**config.mk**
```make
export PLATFORM = sky130hd
export DESIGN_NAME = crc16_stream_ctrl
export DESIGN_NICKNAME = d
export VERILOG_FILES = /design/src/rtl/crc16_pkg.sv /design/src/rtl/crc16_1021.sv /design/src/rtl/crc16_8005.sv /design/src/rtl/crc16_stream_ctrl.sv
export SDC_FILE = /design/constraint.sdc
export NUM_CORES = 1
export LEC_CHECK = 0
export ABC_AREA = 1
export CAP_MARGIN = 20
export CORE_MARGIN = 2
export CORE_UTILIZATION = 45
export DETAILED_ROUTE_END_ITERATION = 12
export PLACE_DENSITY = 0.74
export SYNTH_ARGS = -nofsm -noshare
export SYNTH_HDL_FRONTEND = slang
export SYNTH_SLANG_ARGS = --single-unit
```
**constraint.sdc**
```tcl
create_clock -name clk_i -period 2.45 [get_ports clk_i]
set_clock_uncertainty 0.15 [all_clocks]
set_input_delay 0.245 -clock clk_i [delete_from_list [all_inputs] [get_ports clk_i]]
set_output_delay 0.245 -clock clk_i [all_outputs]
set_load 0.005 [all_outputs]
```
**src/rtl/crc16_pkg.sv**
```systemverilog
// crc16_pkg: shared FSM states, polynomial select codes and bit/CRC helpers for the CRC16 stream controller
package crc16_pkg;
  typedef enum logic [1:0] {IDLE, RUN, RESULT} state_t;
  localparam logic CRC16_POLY_1021 = 1'b0;
  localparam logic CRC16_POLY_8005 = 1'b1;
  function automatic logic [7:0] bitrev8(input logic [7:0] b);
    logic [7:0] r;
    for (int i = 0; i < 8; i++) r[i] = b[7-i];
    return r;
  endfunction
  function automatic logic [15:0] bitrev16(input logic [15:0] b);
    logic [15:0] r;
    for (int i = 0; i < 16; i++) r[i] = b[15-i];
    return r;
  endfunction
  // MSB-first byte update; reflection is handled outside the engines
  function automatic logic [15:0] crc16_byte(input logic [7:0] d, input logic [15:0] c, input logic [15:0] p);
    logic [15:0] r;
    r = c ^ {d, 8'h00};
    for (int i = 0; i < 8; i++) r = r[15] ? ((r << 1) ^ p) : (r << 1);
    return r;
  endfunction
endpackage

```
**src/rtl/crc16_1021.sv**
```systemverilog
// crc16_1021: combinational byte-wide CRC16 engine, polynomial 0x1021
// ports: data_i byte in, crc_i current CRC, crc_o updated CRC
module crc16_1021
  import crc16_pkg::*;
(
  input  logic [7:0]  data_i,
  input  logic [15:0] crc_i,
  output logic [15:0] crc_o
);
  assign crc_o = crc16_byte(data_i, crc_i, 16'h1021);
endmodule

```
**src/rtl/crc16_8005.sv**
```systemverilog
// crc16_8005: combinational byte-wide CRC16 engine, polynomial 0x8005
// ports: data_i byte in, crc_i current CRC, crc_o updated CRC
module crc16_8005
  import crc16_pkg::*;
(
  input  logic [7:0]  data_i,
  input  logic [15:0] crc_i,
  output logic [15:0] crc_o
);
  assign crc_o = crc16_byte(data_i, crc_i, 16'h8005);
endmodule

```
**src/rtl/crc16_stream_ctrl.sv**
```systemverilog
// crc16_stream_ctrl: sequences the CRC16 engines over a framed byte stream with valid/ready in and out
// ports: start_i/abort_i job control; poly_sel_i, init_i, refin_i, refout_i, xorout_i, len_i job config
// (sampled on start); data_valid_i/data_i/data_ready_o byte stream; res_valid_o/res_o/res_ready_i result;
// busy_o high outside IDLE
module crc16_stream_ctrl
  import crc16_pkg::*;
#(
  parameter int LEN_W = 16
) (
  input  logic             clk_i,
  input  logic             rst_n_i,
  input  logic             start_i,
  input  logic             abort_i,
  input  logic             poly_sel_i,
  input  logic [15:0]      init_i,
  input  logic             refin_i,
  input  logic             refout_i,
  input  logic [15:0]      xorout_i,
  input  logic [LEN_W-1:0] len_i,
  input  logic             data_valid_i,
  input  logic [7:0]       data_i,
  output logic             data_ready_o,
  output logic             busy_o,
  output logic             res_valid_o,
  output logic [15:0]      res_o,
  input  logic             res_ready_i
);
  state_t state_q;
  logic poly_q, refin_q, refout_q;
  logic [15:0] xorout_q, crc_q, res_q, c1021, c8005, crc_nxt, crc_fin;
  logic [LEN_W-1:0] cnt_q;
  logic [7:0] d;
  assign d = refin_q ? bitrev8(data_i) : data_i;
  crc16_1021 u_1021 (.data_i(d), .crc_i(crc_q), .crc_o(c1021));
  crc16_8005 u_8005 (.data_i(d), .crc_i(crc_q), .crc_o(c8005));
  assign crc_nxt = (poly_q == CRC16_POLY_8005) ? c8005 : c1021;
  assign crc_fin = (refout_q ? bitrev16(crc_nxt) : crc_nxt) ^ xorout_q;
  // outputs decode the state flop directly, so they carry no combinational input paths
  assign data_ready_o = state_q == RUN;
  assign busy_o = state_q != IDLE;
  assign res_valid_o = state_q == RESULT;
  assign res_o = res_q;
  always_ff @(posedge clk_i or negedge rst_n_i) begin
    if (!rst_n_i) begin
      state_q <= IDLE;
      poly_q <= 1'b0;
      refin_q <= 1'b0;
      refout_q <= 1'b0;
      xorout_q <= '0;
      crc_q <= '0;
      res_q <= '0;
      cnt_q <= '0;
    end else if (abort_i) begin
      state_q <= IDLE;
    end else begin
      case (state_q)
        IDLE: if (start_i) begin
          poly_q <= poly_sel_i;
          refin_q <= refin_i;
          refout_q <= refout_i;
          xorout_q <= xorout_i;
          crc_q <= init_i;
          cnt_q <= len_i;
          res_q <= (refout_i ? bitrev16(init_i) : init_i) ^ xorout_i;
          state_q <= (len_i == '0) ? RESULT : RUN;
        end
        RUN: if (data_valid_i) begin
          crc_q <= crc_nxt;
          cnt_q <= cnt_q - LEN_W'(1);
          if (cnt_q == LEN_W'(1)) begin
            res_q <= crc_fin;
            state_q <= RESULT;
          end
        end
        RESULT: if (res_ready_i) state_q <= IDLE;
        default: state_q <= IDLE;
      endcase
    end
  end
endmodule

```
# Word level (Yosys, flattened, before mapping)
# Cells that the tools add are included.
# classes
n_addsub	1
mul	0
div_mod_pow	0
magnitude_cmp	0
eq_ne	10
shifts	0
muxes	37
bitwise_logic	20
reduce_logical	8
# ops
cell	count
16-bit two-way mux	18
13-bit two-way mux	8
16-bit one-hot mux with 2 select lines	3
3-bit NOT	16
16-bit XOR	3
16-bit by 1-bit equality test with 1-bit output (second input constant)	1
16-bit zero test	1
16-bit by 1-bit subtractor with 16-bit output (second input constant)	1
2-bit two-way mux	6
8-bit two-way mux	1
4-bit AND reduction	2
3-bit by 2-bit != test with 1-bit output (second input constant)	2
3-bit != test (second input constant)	2
2-bit one-hot mux with 3 select lines	1
5-bit AND reduction	1
2-bit != test (second input constant)	2
2-bit nonzero test	2
3-bit AND reduction	1
2-bit by 1-bit equality test with 1-bit output (second input constant)	1
2-bit equality test (second input constant)	1
2-bit zero test	1
2-bit by 1-bit != test with 1-bit output (second input constant)	1
1-bit NOT	1
# word_totals
regBits	69
latch_bits	0
mem_bits_rw	0
rom_bits	0
in_bits	65
out_inout_bits	19
word_cells	84
mem_count	0

# Logic depth before layout (Yosys ltp)
# depth
word_depth	24
mapped_depth	21
ltp_nobuf	20

# Modules after synthesis
# Synthesis repeated with hierarchy kept, for this count alone.
# unflattened
hier_cells	963
area_unflattened_um2	5908.2
# by_module_without_submodules
module	n_inst	cells_per_inst	area_per_inst_um2	seq_area_each_um2
crc16_stream_ctrl	1	755	4838.4	1726.7
crc16_8005	1	91	573.0	0.0
crc16_1021	1	117	496.7	0.0

# Worst setup path after synthesis
# Ideal clock, no wire load.
# synth_path
kind	flip-flop to flip-flop
startpoint	register refin_q
endpoint	register res_q[3] (netlist: res_o[3])
setup_ns	0.121
arrival_ns	1.825
required_time_ns	2.179
setup_slack_ns	0.355
stages_incl_launch_ff	13
n_path_buf	0
period_less_slack_ns	2.095
path_cell_list	dfrtp_1 > o21ai_1 > xor2_2 > xor2_1 > inv_1 > nand2_1 > nand3_1 > xor2_1 > or2_1 > nand2_1 > nand2_1 > nand3_1 > a21oi_2
# synth_via
elab_chain_cells	18
elab_cells_between_ends	34
cone_classes	mux: 22; bitwise: 12
# synth_lines
item	line	source
start, declared	crc16_stream_ctrl.sv:29	logic poly_q, refin_q, refout_q;
start signal, assigned	crc16_stream_ctrl.sv:59	refin_q <= refin_i;
8-bit two-way mux *	crc16_stream_ctrl.sv:33	assign d = refin_q ? bitrev8(data_i) : data_i;
16-bit XOR *	crc16_pkg.sv:19	r = c ^ {d, 8'h00};
16-bit two-way mux or 3-bit NOT (tied branches) (3 in a row)	--	
3-bit NOT (no line) or 16-bit two-way mux (tied branches)	--	
16-bit two-way mux (3 in a row)	crc16_pkg.sv:20	for (int i = 0; i < 8; i++) r = r[15] ? ((r << 1) ^ p) : (r << 1);
3-bit NOT (no line)	--	
16-bit two-way mux (2 in a row)	crc16_pkg.sv:20	
16-bit two-way mux *	crc16_stream_ctrl.sv:36	assign crc_nxt = (poly_q == CRC16_POLY_8005) ? c8005 : c1021;
16-bit two-way mux *	crc16_stream_ctrl.sv:37	assign crc_fin = (refout_q ? bitrev16(crc_nxt) : crc_nxt) ^ xorout_q;
16-bit XOR *	crc16_stream_ctrl.sv:37	
16-bit two-way mux *	crc16_stream_ctrl.sv:70	if (cnt_q == LEN_W'(1)) begin
16-bit two-way mux *	crc16_stream_ctrl.sv:67	RUN: if (data_valid_i) begin
16-bit one-hot mux with 2 select lines *	crc16_stream_ctrl.sv:56	case (state_q)
end signal, assigned	crc16_stream_ctrl.sv:64	res_q <= (refout_i ? bitrev16(init_i) : init_i) ^ xorout_i;
end signal, assigned	crc16_stream_ctrl.sv:71	res_q <= crc_fin;
end, declared	crc16_stream_ctrl.sv:30	logic [15:0] xorout_q, crc_q, res_q, c1021, c8005, crc_nxt, crc_fin;
# Mark *: on every way between the ends. The rest lies on a longest branch, timed or not. The select of a mux whose other input is x is not followed.
# A chain may end at the register's enable or synchronous reset.

# Worst setup path in the final report
# layout_path
startpoint	register refin_q
endpoint	register res_q[1] (netlist: res_o[1])
# layout_via
elab_chain_cells	17
elab_cells_between_ends	30
cone_classes	mux: 20; bitwise: 10
# layout_lines
item	line
8-bit two-way mux *	crc16_stream_ctrl.sv:33
16-bit XOR *	crc16_pkg.sv:19
16-bit two-way mux or 3-bit NOT (tied branches) (5 in a row)	--
3-bit NOT (no line) or 16-bit two-way mux (tied branches)	--
16-bit two-way mux (3 in a row)	crc16_pkg.sv:20
16-bit two-way mux *	crc16_stream_ctrl.sv:36
16-bit two-way mux *	crc16_stream_ctrl.sv:37
16-bit XOR *	crc16_stream_ctrl.sv:37
16-bit two-way mux *	crc16_stream_ctrl.sv:70
16-bit two-way mux *	crc16_stream_ctrl.sv:67
16-bit one-hot mux with 2 select lines *	crc16_stream_ctrl.sv:56
# Marks and branches as above.

==> reports/qor.txt <==
Largest fanout on the critical path: 8
Endpoints failing hold: 0
Pleak: 3.15 nW
Clock Path Buffers: 2
Mapped Area: 4910 sq um
Synthesized area per cell: 6.65 sq um
Crit end category: flip-flop
Largest area contributor in the netlist: dfrtp_1
HPWL Detailed: 11000 um
Setup TNS: 0 ns
Largest net degree at the start of global routing: 70
Via density: 5.40
Slew HR: 57.9%
Slew @ Worst Pin: 0.631 ns
Clock sinks: 69
Total number of H-tree levels: 3
CP Buf/Inv Count: 2
First-pass GRT wire length: 24400 um
Xor-xnor portion of the synthesized cell area: 4.59%
Total CTS buffers: 9
Top cells by area, synth: dfrtp_1 35%, nand2_1 14%, o21ai_0 12%
Grt ovf: 0
Die area: 11800 sq um
WL/cell: 15.6 um
Period utilization: 99.7%
GRT Max-Usage Layer: met2
Met2 Use GR: 46.5%
Worst Path Arrival: 2.53 ns
Synth top area share: 35.2%
Fin crit period: 2.44 ns
Root Driver: clkbuf_8
P&R area growth vs syn: 36.4%
Status: completed
Crit. Startpoint: refin_q
Vias in the first global route: 5132
DRT iter0 DRCs: 368
Final net count: 919
Sequential-to-total area share from yosys stat: 35.2%
Routed WL: 15600 um
Initial cell density of the core: 45.7%
#FFs+latches synth: 69
Synth Area in Simple Gates: 26.3%
Max_cap viols: 0
TritonCTS clock tree: built
Unrepaired setup endpoints after global routing: yes
CP peak stage delay: 0.52 ns
Inserted Diodes: 0
M3 GR Usage: 5.49%
Routability Congestion: 0.887
Post-Syn Nets: 806
Place WS: -0.284 ns
Adder-Cell Fraction of Synth Area: 0.510%
Startpoint type of the worst setup path: flip-flop
Crit-path cells: buf_8 -> nand2_1 -> nand3_2 -> nand2_2 -> buf_4 -> xnor2_4 -> nand2_1 -> xor2_2 -> o21ai_1 -> a21oi_1 -> o21ai_0 -> a21oi_1
I/O Buffers: 83
Worst-path clk slew: 0.07 ns
Met1 usage: 33.8%
Final setup fails: 0
DR vias: 5374
TritonRoute pass-1 iters: 5
Fmax: 409 MHz
Synth cell types: 36
Hold WC Path Type: input port to asynchronous set/reset pin
DRC: 0
Synth Area in Compound Gates: 22.6%
Antenna Violating Nets Remaining: 0
Pwr per Cell Area: 1460 nW/um^2
Design Power: 9.80 mW
FP Rows: 38
Ys Warns: 0
Die Width: 108 um
Origin of the critical flop-to-flop path: refin_q
Mux cell area share after synthesis: 0.408%
Initial antenna violation count: 0
Instance count of the mapped netlist: 739
Worst skew pair latency: 0.35 ns
Max Slew Vio Count: 0
# fillers: 990
Min setup slack post-route: 0.00786 ns
Tot GR Track Use: 26.6%
Largest family of logic cells by synthesized area: simple AND/OR/NAND/NOR gates
Ports: 84
Worst path slowest cell: dfrtp_2
Layout cells sized above 1: 18.1%
Die Ht: 108 um
Core ar.: 10700 sq um
Req. time, crit path: 2.53 ns
Crit path max-delay family: compound AO/OA/AOI/OAI gates
Worst vdd ir: 0.792 mV
Setup Crit Path Kind: flip-flop to flip-flop
[report_power, final]
part           internal (mW)  switching, mW
clock network          0.544          0.437
logic                   2.78           3.86
registers               1.70          0.473
total                   5.02           4.77
[area by class of cell]
type	count	area [sq um]	share of cell area, %
sequential	69	1730	25.8
multi-input combinational	550	2990	44.7
timing repair inverter	1	6.26	0.0934
tap	140	175	2.62
inverter	88	335	5.01
clock buffer	13	169	2.52
timing repair buffer	133	1260	18.8
clock inverter	1	30.0	0.448
[stage by stage]
step	instance area, sq um	util, %	hold slack, ns	std cells
floorplan	4910	-	-0.201	739
global placement	6060	56.4	0.156	969
detailed placement	6060	56.4	0.156	969
CTS	6280	58.5	0.308	984
global route	6700	62.3	0.350	995
finish	6700	62.3	0.272	995
[logic make-up after synthesis]
| group | after synthesis |
|---|---|
| simple gates | 310 |
| compound gates | 212 |
| buf+inv | 120 |
| flops | 69 |
| xor+xnor | 24 |
| mux | 2 |
| fa+ha+maj | 2 |
[placed cells by master, fill, tap and decap left out, drive strengths merged, types with 2 or more instances in the layout]
cell type        n
buf             50
a21oi           69
xnor2            2
mux2i            2
inv             86
o22ai            2
nor2            63
clkinv           3
or2              2
or4              2
clkbuf          13
xor2            22
o211ai           8
clkdlybuf4s50   82
o21ai          128
dfrtp           69
nand3           47
nor3             4
nor4             3
nand2          189
ha               2
[tightest hold or removal path: stages]
cell	delay, ns
dlygate4sd3_1	0.52
buf_2	0.12
buf_12	0.29
[layer usage]
| metal | part of all wire, % | vias to the layer above |
|---|---|---|
| li1 | - | 2629 |
| met1 | 43 | 2511 |
| met2 | 49 | 209 |
| met3 | 7.2 | 25 |
| met4 | 1.7 | 0 |
| met5 | 0 | - |
[state kept, by name, summed over array words and instances, names as in the netlist]
name      flops
cnt_q        16
crc_q        16
poly_q        1
refin_q       1
refout_q      1
res_o        16
state_q       2
xorout_q     16
[Yosys cell counts, drive strengths merged]
| cell | number |
|---|---|
| o211ai | 8 |
| mux2i | 2 |
| a31oi | 1 |
| nand2 | 189 |
| nor3 | 4 |
| or4 | 2 |
| a22oi | 1 |
| o211a | 1 |
| nor4 | 3 |
| buf | 7 |
| o32ai | 1 |
| xnor2 | 2 |
| dfrtp | 69 |
| clkbuf | 25 |
| ha | 2 |
| or2 | 2 |
| o21a | 1 |
| inv | 86 |
| nor2 | 63 |
| nand3 | 47 |
| o21ai | 128 |
| xor2 | 22 |
| clkinv | 2 |
| o22ai | 2 |
| a21oi | 69 |
[timing repair]
item,4_1_cts,5_1_grt
gates resized for setup,4,96
setup endpoints to repair,5,27
hold buffers,1,0
endpoints found under the hold margin,69,0
gates cloned,0,1
pin swaps,0,17
setup buffers,0,10
[worst paths after layout]
kind,endpoint,slack (ns),depth (start not counted)
worst max register to register,res_o[1],0.008,12
max in group asynchronous,state_q[0],1.51,3
min in group clk_i,poly_q,0.34,3
worst min-delay path,xorout_q[0],0.27,3
worst min register to register,xorout_q[14],0.34,2
worst max-delay path,res_o[1],0.008,12
No activity file was read; power rests on OpenSTA's default activity.
